==> src/rtl/buffer_arbiter_if.sv <==
// Requester and buffer-side signals of buffer_arbiter, bundled for port connection.
// master: the arbiter's view; slave: requesters plus the shared buffer.
interface buffer_arbiter_if #(
    parameter int unsigned NUM_REQ = 4,
    parameter int unsigned DATA_L  = 16
);
    logic [NUM_REQ-1:0]        wr_req;
    logic [NUM_REQ*DATA_L-1:0] wr_data;
    logic [NUM_REQ-1:0]        wr_done;
    logic [NUM_REQ-1:0]        rd_req;
    logic [NUM_REQ-1:0]        rd_done;
    logic [DATA_L-1:0]         rd_data;
    logic                      buf_we;
    logic                      buf_re;
    logic [DATA_L-1:0]         buf_din;
    logic [DATA_L-1:0]         buf_dout;
    logic                      buf_w_ack;
    logic                      buf_r_ack;
    logic                      buf_full;
    logic                      buf_avail;
    logic                      busy;
    logic                      err;

    modport master (
        input  wr_req, wr_data, rd_req, buf_dout, buf_w_ack, buf_r_ack, buf_full, buf_avail,
        output wr_done, rd_done, rd_data, buf_we, buf_re, buf_din, busy, err
    );

    modport slave (
        output wr_req, wr_data, rd_req, buf_dout, buf_w_ack, buf_r_ack, buf_full, buf_avail,
        input  wr_done, rd_done, rd_data, buf_we, buf_re, buf_din, busy, err
    );
endinterface

==> src/rtl/buffer_arbiter.sv <==
// Shares one level-handshake FIFO between NUM_REQ writers and NUM_REQ readers:
// round-robin per direction, read/write alternation, full/avail gating, ack timeout.
module buffer_arbiter #(
    parameter int unsigned NUM_REQ = 4,
    parameter int unsigned DATA_L  = 16,
    parameter int unsigned TIMEOUT = 15
) (
    input  logic              clk,
    input  logic              rst,
    buffer_arbiter_if.master  bus
);
    localparam int unsigned PW = $clog2(NUM_REQ);
    localparam int unsigned CW = 8;
    localparam logic [CW-1:0] TO_CNT = CW'(TIMEOUT);

    typedef enum logic [2:0] {
        S_IDLE,
        S_W_SET,
        S_W_CLR,
        S_R_SET,
        S_R_CLR
    } state_e;

    state_e              state_q, state_d;
    logic [PW-1:0]       g_q, g_d;
    logic [PW-1:0]       wr_ptr_q, wr_ptr_d;
    logic [PW-1:0]       rd_ptr_q, rd_ptr_d;
    logic                last_wr_q, last_wr_d;
    logic [CW-1:0]       count_q, count_d;
    logic                buf_we_q, buf_we_d;
    logic                buf_re_q, buf_re_d;
    logic [DATA_L-1:0]   buf_din_q, buf_din_d;
    logic [DATA_L-1:0]   rd_data_q, rd_data_d;
    logic [NUM_REQ-1:0]  wr_done_q, wr_done_d;
    logic [NUM_REQ-1:0]  rd_done_q, rd_done_d;
    logic                busy_q, busy_d;
    logic                err_q, err_d;

    logic [PW-1:0]       wr_win, rd_win;
    logic [DATA_L-1:0]   wr_sel;
    logic                wr_elig, rd_elig, pick_wr, pick_rd;
    logic                done_active, to_hit, wr_fin, rd_fin;
    logic [CW-1:0]       count_inc;

    // First set request at or above ptr, wrapping modulo NUM_REQ.
    function automatic logic [PW-1:0] rr_pick(input logic [NUM_REQ-1:0] req,
                                              input logic [PW-1:0]      ptr);
        logic [PW-1:0] win;
        logic          found;
        int unsigned   idx;
        win   = '0;
        found = 1'b0;
        for (int unsigned k = 0; k < NUM_REQ; k++) begin
            idx = (32'(ptr) + k) % NUM_REQ;
            if (!found && req[PW'(idx)]) begin
                win   = PW'(idx);
                found = 1'b1;
            end
        end
        return win;
    endfunction

    function automatic logic [PW-1:0] ptr_next(input logic [PW-1:0] g);
        return PW'((32'(g) + 32'd1) % NUM_REQ);
    endfunction

    always_comb begin
        wr_win = rr_pick(bus.wr_req, wr_ptr_q);
        rd_win = rr_pick(bus.rd_req, rd_ptr_q);
    end

    always_comb begin
        wr_sel = '0;
        for (int unsigned i = 0; i < NUM_REQ; i++) begin
            if (wr_win == PW'(i)) wr_sel = bus.wr_data[i*DATA_L +: DATA_L];
        end
    end

    // Grants wait one cycle after any done pulse so buffer status settles.
    always_comb begin
        done_active = (|wr_done_q) | (|rd_done_q);
        wr_elig     = (|bus.wr_req) & ~bus.buf_full;
        rd_elig     = (|bus.rd_req) & bus.buf_avail;
        pick_wr     = wr_elig & (~rd_elig | ~last_wr_q);
        pick_rd     = rd_elig & ~pick_wr;
        count_inc   = (count_q == '1) ? count_q : count_q + CW'(1);
        to_hit      = (count_inc >= TO_CNT);
    end

    always_comb begin
        state_d   = state_q;
        g_d       = g_q;
        wr_ptr_d  = wr_ptr_q;
        rd_ptr_d  = rd_ptr_q;
        last_wr_d = last_wr_q;
        count_d   = count_q;
        buf_we_d  = buf_we_q;
        buf_re_d  = buf_re_q;
        buf_din_d = buf_din_q;
        rd_data_d = rd_data_q;
        wr_done_d = '0;
        rd_done_d = '0;
        err_d     = err_q;
        wr_fin    = 1'b0;
        rd_fin    = 1'b0;

        case (state_q)
            S_IDLE: begin
                if (!done_active) begin
                    if (pick_wr) begin
                        g_d       = wr_win;
                        buf_din_d = wr_sel;
                        buf_we_d  = 1'b1;
                        count_d   = '0;
                        state_d   = S_W_SET;
                    end else if (pick_rd) begin
                        g_d      = rd_win;
                        buf_re_d = 1'b1;
                        count_d  = '0;
                        state_d  = S_R_SET;
                    end
                end
            end
            S_W_SET: begin
                if (bus.buf_w_ack) begin
                    buf_we_d = 1'b0;
                    count_d  = '0;
                    state_d  = S_W_CLR;
                end else if (to_hit) begin
                    buf_we_d = 1'b0;
                    err_d    = 1'b1;
                    wr_fin   = 1'b1;
                end else begin
                    count_d = count_inc;
                end
            end
            S_W_CLR: begin
                if (!bus.buf_w_ack) begin
                    wr_fin = 1'b1;
                end else if (to_hit) begin
                    err_d  = 1'b1;
                    wr_fin = 1'b1;
                end else begin
                    count_d = count_inc;
                end
            end
            S_R_SET: begin
                if (bus.buf_r_ack) begin
                    buf_re_d  = 1'b0;
                    rd_data_d = bus.buf_dout;
                    count_d   = '0;
                    state_d   = S_R_CLR;
                end else if (to_hit) begin
                    buf_re_d  = 1'b0;
                    err_d     = 1'b1;
                    rd_data_d = '0;
                    rd_fin    = 1'b1;
                end else begin
                    count_d = count_inc;
                end
            end
            S_R_CLR: begin
                if (!bus.buf_r_ack) begin
                    rd_fin = 1'b1;
                end else if (to_hit) begin
                    err_d     = 1'b1;
                    rd_data_d = '0;
                    rd_fin    = 1'b1;
                end else begin
                    count_d = count_inc;
                end
            end
            default: state_d = S_IDLE;
        endcase

        // Normal completion and timeout abort share the same exit path.
        if (wr_fin) begin
            wr_done_d = NUM_REQ'(1) << g_q;
            wr_ptr_d  = ptr_next(g_q);
            last_wr_d = 1'b1;
            count_d   = '0;
            state_d   = S_IDLE;
        end
        if (rd_fin) begin
            rd_done_d = NUM_REQ'(1) << g_q;
            rd_ptr_d  = ptr_next(g_q);
            last_wr_d = 1'b0;
            count_d   = '0;
            state_d   = S_IDLE;
        end

        busy_d = (state_d != S_IDLE);
    end

    always_ff @(posedge clk or negedge rst) begin
        if (!rst) begin
            state_q   <= S_IDLE;
            g_q       <= '0;
            wr_ptr_q  <= '0;
            rd_ptr_q  <= '0;
            last_wr_q <= 1'b0;
            count_q   <= '0;
            buf_we_q  <= 1'b0;
            buf_re_q  <= 1'b0;
            buf_din_q <= '0;
            rd_data_q <= '0;
            wr_done_q <= '0;
            rd_done_q <= '0;
            busy_q    <= 1'b0;
            err_q     <= 1'b0;
        end else begin
            state_q   <= state_d;
            g_q       <= g_d;
            wr_ptr_q  <= wr_ptr_d;
            rd_ptr_q  <= rd_ptr_d;
            last_wr_q <= last_wr_d;
            count_q   <= count_d;
            buf_we_q  <= buf_we_d;
            buf_re_q  <= buf_re_d;
            buf_din_q <= buf_din_d;
            rd_data_q <= rd_data_d;
            wr_done_q <= wr_done_d;
            rd_done_q <= rd_done_d;
            busy_q    <= busy_d;
            err_q     <= err_d;
        end
    end

    assign bus.buf_we  = buf_we_q;
    assign bus.buf_re  = buf_re_q;
    assign bus.buf_din = buf_din_q;
    assign bus.rd_data = rd_data_q;
    assign bus.wr_done = wr_done_q;
    assign bus.rd_done = rd_done_q;
    assign bus.busy    = busy_q;
    assign bus.err     = err_q;

endmodule
==> src/flat_wrapper.sv <==
// flat-port wrapper written by rule: the top's interface ports become plain ports
module buffer_arbiter_flat 
#(
    parameter int unsigned NUM_REQ = 4,
    parameter int unsigned DATA_L  = 16,
    parameter int unsigned TIMEOUT = 15
)
  (clk, rst, bus_wr_req, bus_wr_data, bus_rd_req, bus_buf_dout, bus_buf_w_ack, bus_buf_r_ack, bus_buf_full, bus_buf_avail, bus_wr_done, bus_rd_done, bus_rd_data, bus_buf_we, bus_buf_re, bus_buf_din, bus_busy, bus_err);
  buffer_arbiter_if #(.NUM_REQ(NUM_REQ), .DATA_L(DATA_L)) bus_i ();
  input  logic clk;
  input  logic rst;
  input wire logic [$bits(bus_i.wr_req)-1:0] bus_wr_req;
  input wire logic [$bits(bus_i.wr_data)-1:0] bus_wr_data;
  input wire logic [$bits(bus_i.rd_req)-1:0] bus_rd_req;
  input wire logic [$bits(bus_i.buf_dout)-1:0] bus_buf_dout;
  input wire logic [$bits(bus_i.buf_w_ack)-1:0] bus_buf_w_ack;
  input wire logic [$bits(bus_i.buf_r_ack)-1:0] bus_buf_r_ack;
  input wire logic [$bits(bus_i.buf_full)-1:0] bus_buf_full;
  input wire logic [$bits(bus_i.buf_avail)-1:0] bus_buf_avail;
  output wire logic [$bits(bus_i.wr_done)-1:0] bus_wr_done;
  output wire logic [$bits(bus_i.rd_done)-1:0] bus_rd_done;
  output wire logic [$bits(bus_i.rd_data)-1:0] bus_rd_data;
  output wire logic [$bits(bus_i.buf_we)-1:0] bus_buf_we;
  output wire logic [$bits(bus_i.buf_re)-1:0] bus_buf_re;
  output wire logic [$bits(bus_i.buf_din)-1:0] bus_buf_din;
  output wire logic [$bits(bus_i.busy)-1:0] bus_busy;
  output wire logic [$bits(bus_i.err)-1:0] bus_err;
  assign bus_i.wr_req = bus_wr_req;
  assign bus_i.wr_data = bus_wr_data;
  assign bus_i.rd_req = bus_rd_req;
  assign bus_i.buf_dout = bus_buf_dout;
  assign bus_i.buf_w_ack = bus_buf_w_ack;
  assign bus_i.buf_r_ack = bus_buf_r_ack;
  assign bus_i.buf_full = bus_buf_full;
  assign bus_i.buf_avail = bus_buf_avail;
  assign bus_wr_done = bus_i.wr_done;
  assign bus_rd_done = bus_i.rd_done;
  assign bus_rd_data = bus_i.rd_data;
  assign bus_buf_we = bus_i.buf_we;
  assign bus_buf_re = bus_i.buf_re;
  assign bus_buf_din = bus_i.buf_din;
  assign bus_busy = bus_i.busy;
  assign bus_err = bus_i.err;
  buffer_arbiter #(.NUM_REQ(NUM_REQ), .DATA_L(DATA_L), .TIMEOUT(TIMEOUT)) u_core (.clk(clk), .rst(rst), .bus(bus_i));
endmodule
==> config.mk <==
export PLATFORM = sky130hd
export DESIGN_NAME = buffer_arbiter_flat
export DESIGN_NICKNAME = d
export VERILOG_FILES = /design/src/rtl/buffer_arbiter_if.sv /design/src/rtl/buffer_arbiter.sv /design/src/flat_wrapper.sv
export SDC_FILE = /design/constraint.sdc
export NUM_CORES = 1
export LEC_CHECK = 0
export CORE_MARGIN = 5
export CORE_UTILIZATION = 49
export CTS_CLUSTER_DIAMETER = 200
export CTS_CLUSTER_SIZE = 8
export DETAILED_ROUTE_END_ITERATION = 16
export PLACE_DENSITY = 0.85
export SLEW_MARGIN = 20
export SYNTH_ARGS = -nofsm -noshare
export SYNTH_HDL_FRONTEND = slang
export SYNTH_SLANG_ARGS = --single-unit
==> constraint.sdc <==
create_clock -name clk -period 6.75 [get_ports clk]
set_input_delay 1.6875 -clock clk [delete_from_list [all_inputs] [get_ports clk]]
set_output_delay 1.6875 -clock clk [all_outputs]
set_load 0.03 [all_outputs]
==> flow_metrics.tcl, run 1 <==
set metrics [dict create \
    synthArstFlopShare_pct 100.0 \
    period_needed_ps 4209 \
    netlist_instances 377 \
    combinationalPowerShare_pct 52.5 \
    critPathTopFamily "compound AO/OA/AOI/OAI gates" \
    yosysTopAreaCellShare_pct 41.65 \
    wl_per_cell_um 16.24 \
    path_clk_slew_ps 70 \
    drive_gt1_share_pct 11.94 \
    hold_viol 0 \
    hp-start "u_core.bus.buf_din[11]$_DFFE_PN0P_" \
    startpoint "bus_rd_req[1]" \
    io-pin-count 138 \
    synth_edf_count 0 \
    synth_ff_type "dfrtp_1" \
    postLayoutCellArea_um2 5338 \
    yosysSeqAreaShare_pct 41.65 \
    die-area_um2 9445 \
    synth_most_common_cell "dfrtp_1" \
    drt-total-wl_um 9909 \
    ir_worst_vdd_v 0.0002076 \
    fin_nets 605 \
    ant_nets 0 \
    dieHeight_um 97.19 \
    first_global_vias 3306 \
    dp_hpwl_um 7444 \
    instances_no_fill 610 \
    critPathKind "in2reg" \
    cts_buffer_depth 2 \
    first_pass_iters 4 \
    synth_fp_nets 476 \
    start_util_pct 50.81 \
    timing.critical_path.from_type "input port" \
    slew_viol_final 0 \
    drtIter0Drc 171 \
    numCtsBuffers 9 \
    grt_pass1_wl_um 15870 \
    setup_viol 0 \
    power.internal_uw 1183 \
    post_cts_buffers 0 \
    fmax_ghz 0.2376 \
    leakagePower_uw 0.002225 \
    grt_overflow 0 \
    fin_util_pct 72.81 \
    tritoncts "yes" \
    power_density_nw_per_um2 381.3 \
    cp-end-kind "flip-flop" \
    ys_ff_latch 62 \
    dp.cells 593 \
    crit_required_ps 6920 \
    drcViolationCount 0 \
    netlist_area_um2 3725 \
    chipWidth_um 97.19 \
    timing.max_slew.rel_slack_pct 34.66 \
    yosys.area.top_type "dfrtp_1" \
    cts_sinks 62 \
    grt_setup_unrepaired "false" \
    grt_max_degree 63 \
    switching_share_pct 41.89 \
    clockRootBuffer "clkbuf_8" \
    critPathArrivalTime_ps 4380 \
    antenna_found_initial 0 \
    slowest_delay_ps 760 \
    worst_pin_slew_ps 977.4 \
    timing.hold.ws_ps 483.9 \
    netlist_top_cells_count "dfrtp_1, nand2_1, mux2i_1" \
    num_rows 31 \
    power_switching_uw 852.4 \
    critPathBufInv 2 \
    period_share_pct 62.36 \
    pwr-share-clk_pct 15.9 \
    post_cts_resized 0 \
    grt_usage_pct 20.41 \
    antenna_cells 0 \
    synth_cell_types 61 \
    path_max_fanout 33 \
    synthTopCellsByArea "dfrtp_1, mux2i_1, mux2_2, nand2_1, o311ai_0" \
    cp_slowest_cell "nand3_1" \
    cap_violations 0 \
    clk_latency_ps 340 \
    vias 3347 \
    htree_levels 3 \
    core_area_um2 7331 \
    avgViaCountPerCell 5.487 \
    fin_skew_ps 12.55 \
    hold_path.class "reg2reg" \
    area_growth_pct 43.30 \
    worstPathCellList "clkdlybuf4s50_1 > o41ai_2 > inv_1 > a211oi_2 > nand3_1 > nand2_1 > o21ai_0" \
    timing.rr.start "u_core.count_q[0]$_DFFE_PN0P_" \
    setup-tns-final_ps 0 \
    yosysWarnings 0 \
    cts_hold_buf 0 \
    gp_congestion 0.9354 \
    avgSynthCellArea_um2 9.880 \
    port_buffers 137 \
    place_area_um2 5111 \
    power.share.sequential_pct 31.5 \
    status "completed" \
]
## layout by cell type (no fill, tap or decap), drive strengths merged, types with 2 or more instances in the layout
cell,netlist,final
nand3,4,4
and2,15,15
nor2b,4,4
nor2,15,15
nor3,6,6
a211oi,2,2
and3,5,5
ha,5,5
nor3b,2,2
mux2,20,20
clkdlybuf4s50,0,136
nand2b,2,2
a31oi,3,3
and4,2,2
clkbuf,12,10
buf,11,5
o21bai,3,3
o21ai,23,23
mux2i,35,35
o2bb2ai,2,2
a22o,2,2
a2bb2oi,2,2
and3b,2,2
o311ai,16,16
nand2,41,41
a21o,2,2
dfrtp,62,62
nor4,7,7
a21oi,12,12
nand4,19,19
o22a,2,2
o22ai,2,2
clkinv,0,4
inv,23,23
## final timing paths
| check | endpoint | slack [ps] | cells after the start |
|---|---|---|---|
| max | u_core.bus.buf_din[3]$_DFFE_PN0P_ | 2540 | 7 |
| min | u_core.bus.buf_din[11]$_DFFE_PN0P_ | 480 | 2 |
| max reg2reg | u_core.rd_ptr_q[1]$_DFFE_PN0N_ | 4000 | 7 |
| min in group asynchronous | u_core.count_q[7]$_DFFE_PN0P_ | 1500 | 2 |
| max in group asynchronous | u_core.bus.rd_data[7]$_DFFE_PN0P_ | 4730 | 2 |
| min reg2reg | u_core.bus.buf_din[11]$_DFFE_PN0P_ | 480 | 2 |
## kinds of logic (layout without fill, tap and decap cells)
family,Yosys count,count (layout),share of synthesized area (%)
adder cells (fa/ha/maj),5,5,1.680
flip-flops,62,62,41.65
multiplexers,55,55,15.55
AO/OA/AOI/OAI,82,82,17.23
buffers and inverters,46,180,5.845
AND/OR/NAND/NOR,126,126,17.80
XOR/XNOR,1,1,0.2352
## per-stage QoR
stage	setup WS [ps]	power [µW]
floorplan	3596	1313
global placement	2488	1671
detailed placement	2236	1703
CTS	2629	2038
global route	2299	2170
finish	2541	2035
## worst min-delay path, cell delays in order, from the launching register on
cell and delay [ps]:
dfrtp_1 350, nand2_1 50, o21ai_0 60
## area by class of cell
cell class | count | area [µm²]
Clock inverter | 6 | 61.31
Multi-Input combinational cell | 269 | 1961
Fill cell | 514 | 1993
Inverter | 23 | 86.33
Clock buffer | 10 | 137.6
Tap cell | 99 | 123.9
Sequential cell | 62 | 1551
Timing Repair Buffer | 141 | 1416
## per-layer routing
metal	wire (µm)	global-route usage (%)	vias to the layer above
li1	-	-	1642
met1	4150	24.75	1537
met2	4569	32.43	152
met3	974	8.040	16
met4	214	8.315	0
met5	0	0	-
## registers in the layout, indices dropped and copies added (netlist names), 2 cells and up
| signal | count |
|---|---|
| u_core.rd_ptr_q | 2 |
| u_core.bus.wr_done | 4 |
| u_core.bus.buf_din | 16 |
| u_core.bus.rd_done | 4 |
| u_core.wr_ptr_q | 2 |
| u_core.g_q | 2 |
| u_core.bus.rd_data | 16 |
| u_core.state_q | 3 |
| u_core.count_q | 8 |
## power groups by stage
stage	Clock, µW	Combinational, µW	Sequential, µW
floorplan	0	504	809
global placement	0	1030	637
detailed placement	0	1060	644
CTS	334	1060	640
global route	350	1160	660
finish	325	1070	642
Power figures use the tool's default switching activity.
==> run 2: changes to the inputs <==
--- a/config.mk
+++ b/config.mk
@@ -6,11 +6,11 @@
 export NUM_CORES = 1
 export LEC_CHECK = 0
 export CORE_MARGIN = 5
-export CORE_UTILIZATION = 49
+export CORE_UTILIZATION = 45
 export CTS_CLUSTER_DIAMETER = 200
 export CTS_CLUSTER_SIZE = 8
 export DETAILED_ROUTE_END_ITERATION = 16
-export PLACE_DENSITY = 0.85
+export PLACE_DENSITY = 0.79
 export SLEW_MARGIN = 20
 export SYNTH_ARGS = -nofsm -noshare
 export SYNTH_HDL_FRONTEND = slang
==> constraint.sdc (replaced) <==
create_clock -name clk -period 3.9 [get_ports clk]
set_input_delay 0.975 -clock clk [delete_from_list [all_inputs] [get_ports clk]]
set_output_delay 0.975 -clock clk [all_outputs]
set_load 0.03 [all_outputs]
==> run 2 against run 1 <==
Via count grew 2.1%. First-iteration DRC count decreased by 47%. Core utilization fell by 7.2 points. Final cell count is 1.3% higher. Wire length rose by 3.6%. Register-to-register slack got worse by 2900 ps. Sequential share of layout area about the same. Critical endpoint is now u_core.bus.buf_din[11]$_DFFE_PN0P_. Largest cell class unchanged.
==> flow_metrics.tcl, run 2 (synthesis results as in run 1) <==
set metrics [dict create \
    dp_hpwl_um 7856 \
    power.internal_uw 2027 \
    grt_pass1_wl_um 16630 \
    post_cts_buffers 0 \
    final_cell_mix "clkdlybuf4s50_1, dfrtp_1, nand2_1, mux2i_1" \
    clockRootBuffer "clkbuf_8" \
    leakagePower_uw 0.002226 \
    critPathKind "in2reg" \
    power.share.sequential_pct 31.7 \
    grt_most_used_layer "met2" \
    setup_viol 0 \
    timing.hold.ws_ps 469.4 \
    total_power_uw 3502 \
    power_switching_uw 1474 \
    path_max_fanout 22 \
    avgViaCountPerCell 5.528 \
    fmax_ghz 0.3183 \
    drt-total-wl_um 10270 \
    cts_sinks 62 \
    timing.critical_path.from_type "input port" \
    drcViolationCount 0 \
    gp_congestion 0.8961 \
    hold_path.class "reg2reg" \
    cts_hold_buf 0 \
    dieHeight_um 101.0 \
    setup-tns-final_ps 0 \
    power_density_nw_per_um2 656.3 \
    drive_gt1_share_pct 11.89 \
    fin_nets 607 \
    clk_latency_ps 340 \
    wl_per_cell_um 16.62 \
    io-pin-count 138 \
    antenna_found_initial 0 \
    timing.max_slew.rel_slack_pct 35.02 \
    worst_pin_slew_ps 974.7 \
    status "completed" \
    core_area_um2 8134 \
    first_pass_iters 4 \
    slew_viol_final 0 \
    tritoncts "yes" \
    grt_max_degree 44 \
    pwr-share-clk_pct 15.2 \
    period_share_pct 80.55 \
    chipWidth_um 101.0 \
    combinationalPowerShare_pct 53.1 \
    hold_viol 0 \
    post_cts_resized 0 \
    cap_violations 0 \
    first_global_vias 3542 \
    htree_levels 3 \
    critPathArrivalTime_ps 3390 \
    numCtsBuffers 9 \
    met1_usage_pct 22.42 \
    antenna_cells 0 \
    num_rows 33 \
    path_clk_slew_ps 70 \
    holdPathStages 1 \
    crit_required_ps 4140 \
    cp-end-kind "flip-flop" \
    ant_nets 0 \
    port_buffers 137 \
    vias 3416 \
    rr_worst_depth 7 \
    ir_worst_vdd_v 0.0003183 \
    start_util_pct 45.79 \
    gr-usage-met2_pct 35.95 \
    switching_share_pct 42.11 \
    postLayoutCellArea_um2 5335 \
    grt_setup_unrepaired "false" \
    drtIter0Drc 91 \
    die-area_um2 10200 \
    grt_usage_pct 20.62 \
    place_area_um2 5134 \
    period_needed_ps 3141 \
    area_growth_pct 43.23 \
    instances_no_fill 618 \
    mostFrequentLayoutCell "clkdlybuf4s50_1" \
    fin_skew_ps 6.358 \
    dp.cells 601 \
    cts_buffer_depth 2 \
    met3_usage_pct 8.097 \
    grt_overflow 0 \
]
-- run 2: changes by cell type in the layout (fill, tap and decap cells not counted) --
cell        change
buf_12          +1
clkinvlp_4      -1
clkinv_4        -1
clkbuf_8        -1
buf_4           +2
clkbuf_1        +2
clkinv_2        +1
buf_16          -1
-- run 2: power groups by stage --
stage	logic (µW)	clock network [µW]	registers, µW
floorplan	873	0	1400
global placement	1800	0	1100
detailed placement	1850	0	1120
CTS	1860	545	1110
global route	2020	571	1150
finish	1860	531	1110
-- run 2: worst paths after layout --
path	from	slack, ps	endpoint
setup / recovery	bus_wr_req[1]	760	u_core.bus.buf_din[11]$_DFFE_PN0P_
hold / removal	u_core.bus.err$_DFFE_PN0P_	470	u_core.bus.err$_DFFE_PN0P_
setup reg to reg	u_core.count_q[0]$_DFFE_PN0P_	1100	u_core.rd_ptr_q[1]$_DFFE_PN0N_
hold reg to reg	u_core.bus.err$_DFFE_PN0P_	470	u_core.bus.err$_DFFE_PN0P_
max in group asynchronous	rst	2390	u_core.last_wr_q$_DFFE_PN0N_
min in group asynchronous	rst	800	u_core.bus.rd_data[5]$_DFFE_PN0P_
-- run 2: area by class of cell --
cell class / count / area (µm²)
timing repair buffer: 143 / 1424
sequential: 62 / 1551
fill: 643 / 2799
clock inverter: 5 / 50.05
tap: 105 / 131.4
inverter: 23 / 86.33
multi-input combinational: 269 / 1961
clock buffer: 11 / 131.4
-- run 2: metal layers --
layer / up-vias / share of wire, %
met5: - / 0
met2: 131 / 50
li1: 1644 / -
met1: 1617 / 38
met4: 0 / 2.3
met3: 24 / 10
-- run 2: stage by stage --
stage / setup WS, ps / util, %
floorplan: 1458 / -
global placement: 557.6 / 63.11
detailed placement: 420.3 / 63.11
CTS: 672.5 / 65.34
global route: 687.5 / 65.59
finish: 758.6 / 65.59
-- run 2: critical path, stage by stage --
cell             delay [ps]
clkdlybuf4s50_1         540
nor2_1                   50
a2111oi_0               720
nor2_4                  230
buf_12                  250
mux2i_1                 140
mux2_2                  270
o21ai_0                 210
